## src/rtl/if_fetch_pkg.sv

```systemverilog
// Shared definitions for the instruction-fetch stage.
//   InstAddrBus / InstBus : address and instruction widths
//   ZeroWord / NopInst    : all-zero word, also the bubble instruction
//   RstEnable             : active level of the synchronous reset
//   IfFifoDepth           : default fetch buffer depth / request credit
//   fetch_entry_t         : one {pc, inst} pair as carried through the stage
package if_fetch_pkg;

  localparam int          InstAddrBus = 32;
  localparam int          InstBus     = 32;
  localparam logic [31:0] ZeroWord    = 32'h0000_0000;
  localparam logic        RstEnable   = 1'b1;
  localparam logic [31:0] NopInst     = ZeroWord;
  localparam int          IfFifoDepth = 2;

  typedef struct packed {
    logic [InstAddrBus-1:0] pc;
    logic [InstBus-1:0]     inst;
  } fetch_entry_t;

  localparam fetch_entry_t NopEntry = '{pc: ZeroWord, inst: NopInst};

endpackage

```

## src/rtl/fetch_fifo.sv

```systemverilog
// Synchronous FIFO of {pc, inst} pairs for the fetch stage.
//   clk, rst : clock and synchronous active-high reset
//   clear    : drop every entry (wins over push)
//   push/din : write one entry
//   pop      : retire the head entry (ignored when empty)
//   head     : oldest entry (undefined when count is zero)
//   count    : number of valid entries, 0..DEPTH
// DEPTH must be a power of two so the pointers wrap naturally.
module fetch_fifo
  import if_fetch_pkg::*;
#(
  parameter int DEPTH = IfFifoDepth
) (
  input  logic                   clk,
  input  logic                   rst,
  input  logic                   clear,
  input  logic                   push,
  input  fetch_entry_t           din,
  input  logic                   pop,
  output fetch_entry_t           head,
  output logic [$clog2(DEPTH):0] count
);

  localparam int AW = $clog2(DEPTH);
  localparam int CW = AW + 1;

  fetch_entry_t  mem [DEPTH];
  logic [AW-1:0] rd_ptr;
  logic [AW-1:0] wr_ptr;
  logic          do_push;
  logic          do_pop;

  assign do_pop  = pop && (count != '0);
  assign do_push = push && !clear && ((count != CW'(DEPTH)) || do_pop);

  // NOTE: state registers use non-blocking assignments so every flop samples
  // pre-edge values regardless of block evaluation order.
  always_ff @(posedge clk) begin
    if (rst == RstEnable || clear) begin
      rd_ptr <= '0;
      wr_ptr <= '0;
      count  <= '0;
    end else begin
      if (do_push) wr_ptr <= wr_ptr + AW'(1);
      if (do_pop)  rd_ptr <= rd_ptr + AW'(1);
      count <= count + CW'(do_push) - CW'(do_pop);
    end
  end

  // NOTE: storage is deliberately not reset; count alone defines validity,
  // which keeps the array as plain RAM without a reset network.
  always_ff @(posedge clk) begin
    if (do_push) mem[wr_ptr] <= din;
  end

  assign head = mem[rd_ptr];

endmodule

```

## src/rtl/if_fetch.sv

```systemverilog
// Instruction-fetch stage: owns the PC, issues in-order requests to
// instruction memory, buffers returned words and feeds decode through a
// registered IF/ID boundary.
//   clk, rst         : clock, synchronous active-high reset
//   stall_i          : decode cannot accept, hold id_pc_o/id_inst_o
//   flush_i          : redirect to flush_pc_i, discard wrong-path state
//   rom_ce_o         : request valid; rom_addr_o is the PC register
//   rom_gnt_i        : memory accepts the request this cycle
//   rom_valid_i      : in-order response word on rom_data_i
//   id_pc_o/id_inst_o: registered pair to decode, NOP = {0, 0}
//   perf_fetch_cnt_o : delivered-instruction count
// Optional feature: define IF_PERF_CNT_EN to build the saturating delivery
// counter; otherwise perf_fetch_cnt_o is tied to ZeroWord.
module if_fetch
  import if_fetch_pkg::*;
#(
  parameter logic [31:0] RESET_PC   = 32'h0000_0000,
  parameter int          FIFO_DEPTH = IfFifoDepth
) (
  input  logic                   clk,
  input  logic                   rst,
  input  logic                   stall_i,
  input  logic                   flush_i,
  input  logic [InstAddrBus-1:0] flush_pc_i,
  output logic                   rom_ce_o,
  output logic [InstAddrBus-1:0] rom_addr_o,
  input  logic                   rom_gnt_i,
  input  logic                   rom_valid_i,
  input  logic [InstBus-1:0]     rom_data_i,
  output logic [InstAddrBus-1:0] id_pc_o,
  output logic [InstBus-1:0]     id_inst_o,
  output logic [31:0]            perf_fetch_cnt_o
);

  localparam int CW = $clog2(FIFO_DEPTH) + 1;

  logic [InstAddrBus-1:0] pc_q;
  logic [InstAddrBus-1:0] resp_pc_q;     // pc of the next accepted response
  logic [CW-1:0]          outstanding_q;
  logic [CW-1:0]          drop_q;        // wrong-path responses still due
  fetch_entry_t           out_q;

  logic [CW-1:0] fifo_count;
  fetch_entry_t  fifo_head;
  logic [CW:0]   credit_used;
  logic          grant;
  logic          resp_ok;
  logic          resp_keep;
  logic          deliver;
  logic          pop;
  logic          bypass;
  logic          push;
  fetch_entry_t  resp_entry;
  fetch_entry_t  out_d;

  // Buffered plus in-flight words may never exceed the buffer, so every
  // response always has a slot even while decode is stalled.
  assign credit_used = {1'b0, fifo_count} + {1'b0, outstanding_q};
  assign rom_ce_o    = !rst && !flush_i && (credit_used < (CW+1)'(FIFO_DEPTH));
  assign rom_addr_o  = pc_q;

  // NOTE: every always_comb output gets a default first so no path leaves
  // it unassigned and infers a latch.
  always_comb begin
    grant      = rom_ce_o && rom_gnt_i;
    resp_ok    = rom_valid_i && (outstanding_q != '0);  // stray words ignored
    resp_keep  = resp_ok && (drop_q == '0) && !flush_i;
    deliver    = !stall_i && !flush_i;
    pop        = deliver && (fifo_count != '0);
    bypass     = deliver && (fifo_count == '0) && resp_keep;
    push       = resp_keep && !bypass;
    resp_entry = '{pc: resp_pc_q, inst: rom_data_i};
    out_d      = out_q;
    if (flush_i)     out_d = NopEntry;
    else if (pop)    out_d = fifo_head;
    else if (bypass) out_d = resp_entry;
    else if (deliver) out_d = NopEntry;
  end

  fetch_fifo #(.DEPTH(FIFO_DEPTH)) u_fifo (
    .clk   (clk),
    .rst   (rst),
    .clear (flush_i),
    .push  (push),
    .din   (resp_entry),
    .pop   (pop),
    .head  (fifo_head),
    .count (fifo_count)
  );

  always_ff @(posedge clk) begin
    if (rst == RstEnable) begin
      pc_q          <= RESET_PC;
      resp_pc_q     <= RESET_PC;
      outstanding_q <= '0;
      drop_q        <= '0;
      out_q         <= NopEntry;
    end else begin
      outstanding_q <= outstanding_q + CW'(grant) - CW'(resp_ok);
      out_q         <= out_d;
      if (flush_i) begin
        // No grant in a flush cycle, so whatever is still in flight after
        // this cycle's response belongs to the wrong path.
        pc_q      <= flush_pc_i;
        resp_pc_q <= flush_pc_i;
        drop_q    <= outstanding_q - CW'(resp_ok);
      end else begin
        if (grant)     pc_q      <= pc_q + 32'd4;
        if (resp_keep) resp_pc_q <= resp_pc_q + 32'd4;
        if (resp_ok && (drop_q != '0)) drop_q <= drop_q - CW'(1);
      end
    end
  end

  assign id_pc_o   = out_q.pc;
  assign id_inst_o = out_q.inst;

`ifdef IF_PERF_CNT_EN
  logic [31:0] perf_q;

  always_ff @(posedge clk) begin
    if (rst == RstEnable) begin
      perf_q <= ZeroWord;
    end else if ((pop || bypass) && (perf_q != 32'hFFFF_FFFF)) begin
      perf_q <= perf_q + 32'd1;
    end
  end

  assign perf_fetch_cnt_o = perf_q;
`else
  assign perf_fetch_cnt_o = ZeroWord;
`endif

endmodule
```

## config.mk

```make
export PLATFORM = sky130hd
export DESIGN_NAME = if_fetch
export DESIGN_NICKNAME = d
export VERILOG_FILES = /design/src/rtl/if_fetch_pkg.sv /design/src/rtl/fetch_fifo.sv /design/src/rtl/if_fetch.sv
export SDC_FILE = /design/constraint.sdc
export NUM_CORES = 1
export LEC_CHECK = 0
export ABC_AREA = 1
export ABC_CLOCK_PERIOD_IN_PS = 5200
export CAP_MARGIN = 20
export CORE_UTILIZATION = 48
export CTS_CLUSTER_SIZE = 8
export DETAILED_ROUTE_END_ITERATION = 10
export PLACE_DENSITY_LB_ADDON = 0.08
export SLEW_MARGIN = 20
export SYNTH_ARGS = -nofsm -noshare
export SYNTH_HDL_FRONTEND = slang
export SYNTH_SLANG_ARGS = --single-unit
```

## constraint.sdc

```tcl
create_clock -name clk -period 5.2 [get_ports clk]
set_input_delay 1.04 -clock clk [delete_from_list [all_inputs] [get_ports clk]]
set_output_delay 1.04 -clock clk [all_outputs]
set_load 0.02 [all_outputs]
```

## Word-level counts from Yosys, hierarchy flattened

Memory sizes are Yosys's and may differ from the RTL's. A register that Yosys moved wholly into a read port is not among the register bits.
Cells that the tools add are included.

- Bits in registers: 136
- Bits in writable memories: 128
- Input port bits: 70
- Output and inout bits: 129
- Logic and storage cells: 67
- Memories: 1

- Add/subtract/negate cells: 11
- Order comparisons: 1
- Equality and inequality tests: 1
- Mux-type cells: 13
- Reduce and logical (&&, ||, !) cells: 31

Memory list:

| memory | depth | width | rd ports | clocked after Yosys merged registers in | wr ports | line | text |
|---|---|---|---|---|---|---|---|
| u_fifo.mem | 2 | 64 | 1 | 1 | 1 | fetch_fifo.sv:27 | `fetch_entry_t mem [DEPTH];` |

Operator list:

| kind | count |
|---|---|
| two-way mux 64 bit | 3 |
| two-way mux 32 bit | 4 |
| adder 32 x 3 -> 32 bit (second input constant) | 2 |
| logical AND 1 bit | 15 |
| nonzero test 2 bit | 6 |
| subtractor 2 x 1 -> 2 bit | 3 |
| adder 2 x 1 -> 2 bit | 2 |
| zero test 1 bit | 4 |
| zero test 2 bit | 2 |
| two-way mux 1 bit | 4 |
| two-way mux 2 bit | 2 |
| adder 2 x 2 -> 3 bit | 1 |
| < comparator 3 x 2 -> 1 bit (second input constant) | 1 |
| nonzero test 3 bit | 1 |
| adder 1 bit (second input constant) | 2 |
| logical OR 1 bit | 2 |
| != test 2 bit (second input constant) | 1 |
| OR reduction 2 bit | 1 |
| subtractor 2 x 1 -> 2 bit (second input constant) | 1 |

## Longest topological paths before layout

- Depth in word-level cells: 11
- Mapped depth: 12
- Gate-level depth less buffers: 12

## By module

From an unflattened synthesis, not the netlist that was laid out.

- Cells, all modules: 1373
- Area, all modules: 12473.2 µm²

Modules (own cells, without submodules):

| module | instances | cells each | area an instance (µm²) |
|---|---|---|---|
| if_fetch | 1 | 1136 | 7298.2 |
| fetch_fifo | 1 | 237 | 5175.0 |

## Least setup slack after synthesis

Ideal clock, no wire load.

- Path kind: input-to-reg
- Start: input port flush_i
- End: memory u_fifo.mem[1][0] (netlist name), enable pin
- Library setup time: 0.488 ns
- Arrival time: 4.401 ns
- Required time: 4.712 ns
- Path slack: 0.311 ns
- Stages: 7
- Cells stage by stage: buf_6 -> nor2_4 -> nand2_1 -> buf_2 -> o21ai_0 -> nand2_1 -> nor2_1

- Cells in the longest elaborated chain, start to end: 10

Ends and longest elaborated chain:

| item | line | text |
|---|---|---|
| start, declared | if_fetch.sv:23 | `input logic flush_i,` |
| zero test 1 bit (*) | fetch_fifo.sv:34, if_fetch.sv:67, if_fetch.sv:68 |  |
| logical AND 1 bit | if_fetch.sv:68 | `deliver = !stall_i && !flush_i;` |
| logical AND 1 bit (2 in a row) | if_fetch.sv:70 | `bypass = deliver && (fifo_count == '0) && resp_keep;` |
| zero test 1 bit | if_fetch.sv:71 | `push = resp_keep && !bypass;` |
| logical AND 1 bit | if_fetch.sv:71 |  |
| logical AND 1 bit | fetch_fifo.sv:34 | `assign do_push = push && !clear && ((count != CW'(DEPTH)) \|\| do_pop);` |
| logical AND 1 bit (*) | fetch_fifo.sv:34 |  |
| two-way mux 1 bit (*) | fetch_fifo.sv:53 | `if (do_push) mem[wr_ptr] <= din;` |
| two-way mux 1 bit (implied by the code) (*) | fetch_fifo.sv:53 |  |
| end, declared | fetch_fifo.sv:27 |  |

Every way passes the cells marked *; elsewhere a longest branch is shown, timed or not.

## Worst setup path in the final report

- Start: register outstanding_q[0]
- End: output port rom_ce_o

- Cells in the longest elaborated chain, start to end: 3

Ends and longest elaborated chain:

| item | line | text |
|---|---|---|
| start, declared | if_fetch.sv:39 | `logic [CW-1:0] outstanding_q;` |
| start signal, assigned | if_fetch.sv:99 | `outstanding_q <= outstanding_q + CW'(grant) - CW'(resp_ok);` |
| adder 2 x 2 -> 3 bit | if_fetch.sv:58 | `assign credit_used = {1'b0, fifo_count} + {1'b0, outstanding_q};` |
| < comparator 3 x 2 -> 1 bit | if_fetch.sv:59 | `assign rom_ce_o = !rst && !flush_i && (credit_used < (CW+1)'(FIFO_DEPTH));` |
| logical AND 1 bit | if_fetch.sv:59 |  |
| end, declared | if_fetch.sv:25 | `output logic rom_ce_o,` |

No other way between the ends.

==> metrics.csv <==
metric;value;unit
clk root buf;clkbuf_16;
Crit Path Max Fanout;4;
Post-Synth Adder-Cell Area;0.00993;
Final period util;0.688;
First-pass DRT Iterations;5;
share of cells above drive strength 1;0.0652;
Initial Util;0.493;
initial antenna violation count;0;
Via density;5.24;
Synth Warn #;0;
WL final;30700;um
fin crit period;3.58;ns
postcts setup bufs;0;
gp weighted congestion;0.911;
clk slew on worst S/H paths;0.05;ns
data required time of the worst path;4.16;ns
vias in the first global route;9561;
final hold vios;0;
vias;10131;
Avg Cell Area, Syn;8.44;sq um
max_cap viols;0;
DRC errors left;0;
CTS buffer count;39;
synthesized instance count;1432;
most common cell after layout, fill and taps aside;nand2_1;
WL per Instance;15.9;um
Clk Latency, worst-skew pair;0.52;ns
I/O pins;199;
Rel. slew slack;0.408;
largest family of logic cells by synthesized area;simple AND/OR/NAND/NOR gates;
Final nets;1663;
Max Root-Sink Buffers;3;
# placed instances;1867;
Yosys reg bits;265;
Mapped Area;0.0121;sq mm
DP Wirelength;20200;um
Synth area leaders;edfxtp_1, dfxtp_1, nand2_1, a21oi_1, o21ai_0;
mux cell area share after synthesis;0;
PortBufs;166;
Cell variety after synth;43;
CP Launch Type;flop;
kind of critical path;reg2out;
Compound-Gate Fraction of Synth Area;0.162;
Die Y;161;um
worst slew pin tran;0.887;ns
Routed Antenna Nets;0;
element type at the critical path end;output pin;
Post-Synth Simple-Gate Area;0.194;
Min Hold Slack;0.449;ns
first-pass GRT wire length;49600;um
Layout Skew;0.0141;ns
Pwr Density;344;mW/mm^2
worst vdd ir;200;uV
H-Tree Depth;2;
largest net degree at the start of global routing;75;
area leader, netlist;edfxtp_1;
commonest non-fill, non-tap cells in the layout;nand2_1, a21oi_1, clkdlybuf4s50_1;
Antenna Cells;0;
Max Freq;280;MHz
global router's overall resource usage;0.239;
CP Data Arrival Time;2.54;ns
post-cts sizing count;0;
Slew Limit Fails;0;
outcome;finished, final reports clean;
sequential area share after synthesis;0.545;
final std cells w/o fill;1935;
Synth top area share;0.318;
Core ar.;0.0245;sq mm
Lkg Pwr;5.50;nW
Rows;57;
xor and xnor area share after synthesis;0.0101;
Area Growth Syn to Fin;24.0;%
initial drt markers;737;
TNS Setup;0;ns
die area;0.0258;sq mm
final number of setup-violating endpoints;0;
worst min-delay path category;reg2reg;
CTS tree;built;
Die Wd;161;um
remaining global-route overflow;0;
RSZ-0062 raised after global routing;no;
hold_buf cts;0;
Sink Count;265;
## synth_stat cells (all sizes together)
master	instances
nor3b	1
clkinv	1
a21oi	242
xnor2	3
o21a	1
nand3	62
o22ai	5
dfxtp	137
nor3	5
xor2	11
conb	1
clkbuf	39
nand3b	1
nand2	369
and2	2
or2	4
fa	1
edfxtp	128
inv	109
o211ai	1
a31oi	15
ha	8
o21ai	114
o31ai	1
buf	59
o21bai	2
a21boi	1
nand4	10
nor2	99
## flip-flops by register name, summed over array words and instances (netlist names), named ones only
signal         count
id_inst_o         32
u_fifo.count       2
id_pc_o           32
resp_pc_q         32
u_fifo.mem       128
u_fifo.rd_ptr      1
drop_q             2
outstanding_q      2
rom_addr_o        32
u_fifo.wr_ptr      1
## routing by layer
metal / share of wire / track usage / up-vias
met4: 0.029 / 0.0858 / 0
met3: 0.058 / 0.0387 / 63
met5: 0 / 0 / -
li1: - / - / 5071
met2: 0.44 / 0.373 / 348
met1: 0.47 / 0.336 / 4649
## cell families after synthesis
logic type,count (synthesis)
simple gates,553
compound gates,382
fa+ha+maj,9
buf+inv,208
other cells,1
flops,265
xor+xnor,14
## worst paths after layout
path / slack [ns] / cells past startpoint / startpoint / to
max reg2reg: 2.18 / 12 / outstanding_q[0] / rom_addr_o[29]
max: 1.62 / 7 / outstanding_q[0] / rom_ce_o
min: 0.45 / 1 / u_fifo.rd_ptr / flop
min reg2reg: 0.45 / 1 / u_fifo.rd_ptr / flop
## power by group
group | internal [mW] | switching (mW) | leakage (nW)
Combinational | 0.177 | 0.305 | 2.68
Sequential | 2.28 | 0.0798 | 2.28
Clock | 1.43 | 0.887 | 0.538
## per-stage QoR
stage	instance area, sq um	setup WS [ns]	utilization	total power [mW]
global placement	13800	1.47	0.564	2.87
finish	15000	1.62	0.611	5.16
CTS	15000	1.57	0.611	5.19
detailed placement	13900	1.44	0.565	2.88
global route	15000	1.47	0.611	5.35
floorplan	12200	0.311	-	2.70
## layout make-up
cell class	instances	area, sq um
Multi-Input combinational cell	990	4680
Timing Repair Buffer	178	1780
Fill cell	2186	9540
Inverter	110	413
Tap cell	324	405
Sequential cell	265	6590
Clock buffer	65	1090
Clock inverter	3	33.8
## critical path: stages (launching register included)
cell,delay [ns]
dfxtp_1,0.38
nand2_1,0.06
inv_1,0.06
fa_1,0.40
nor2_1,0.38
nand2_1,0.10
inv_1,0.06
clkdlybuf4s50_1,0.59
No activity file was read; power rests on OpenSTA's default activity.
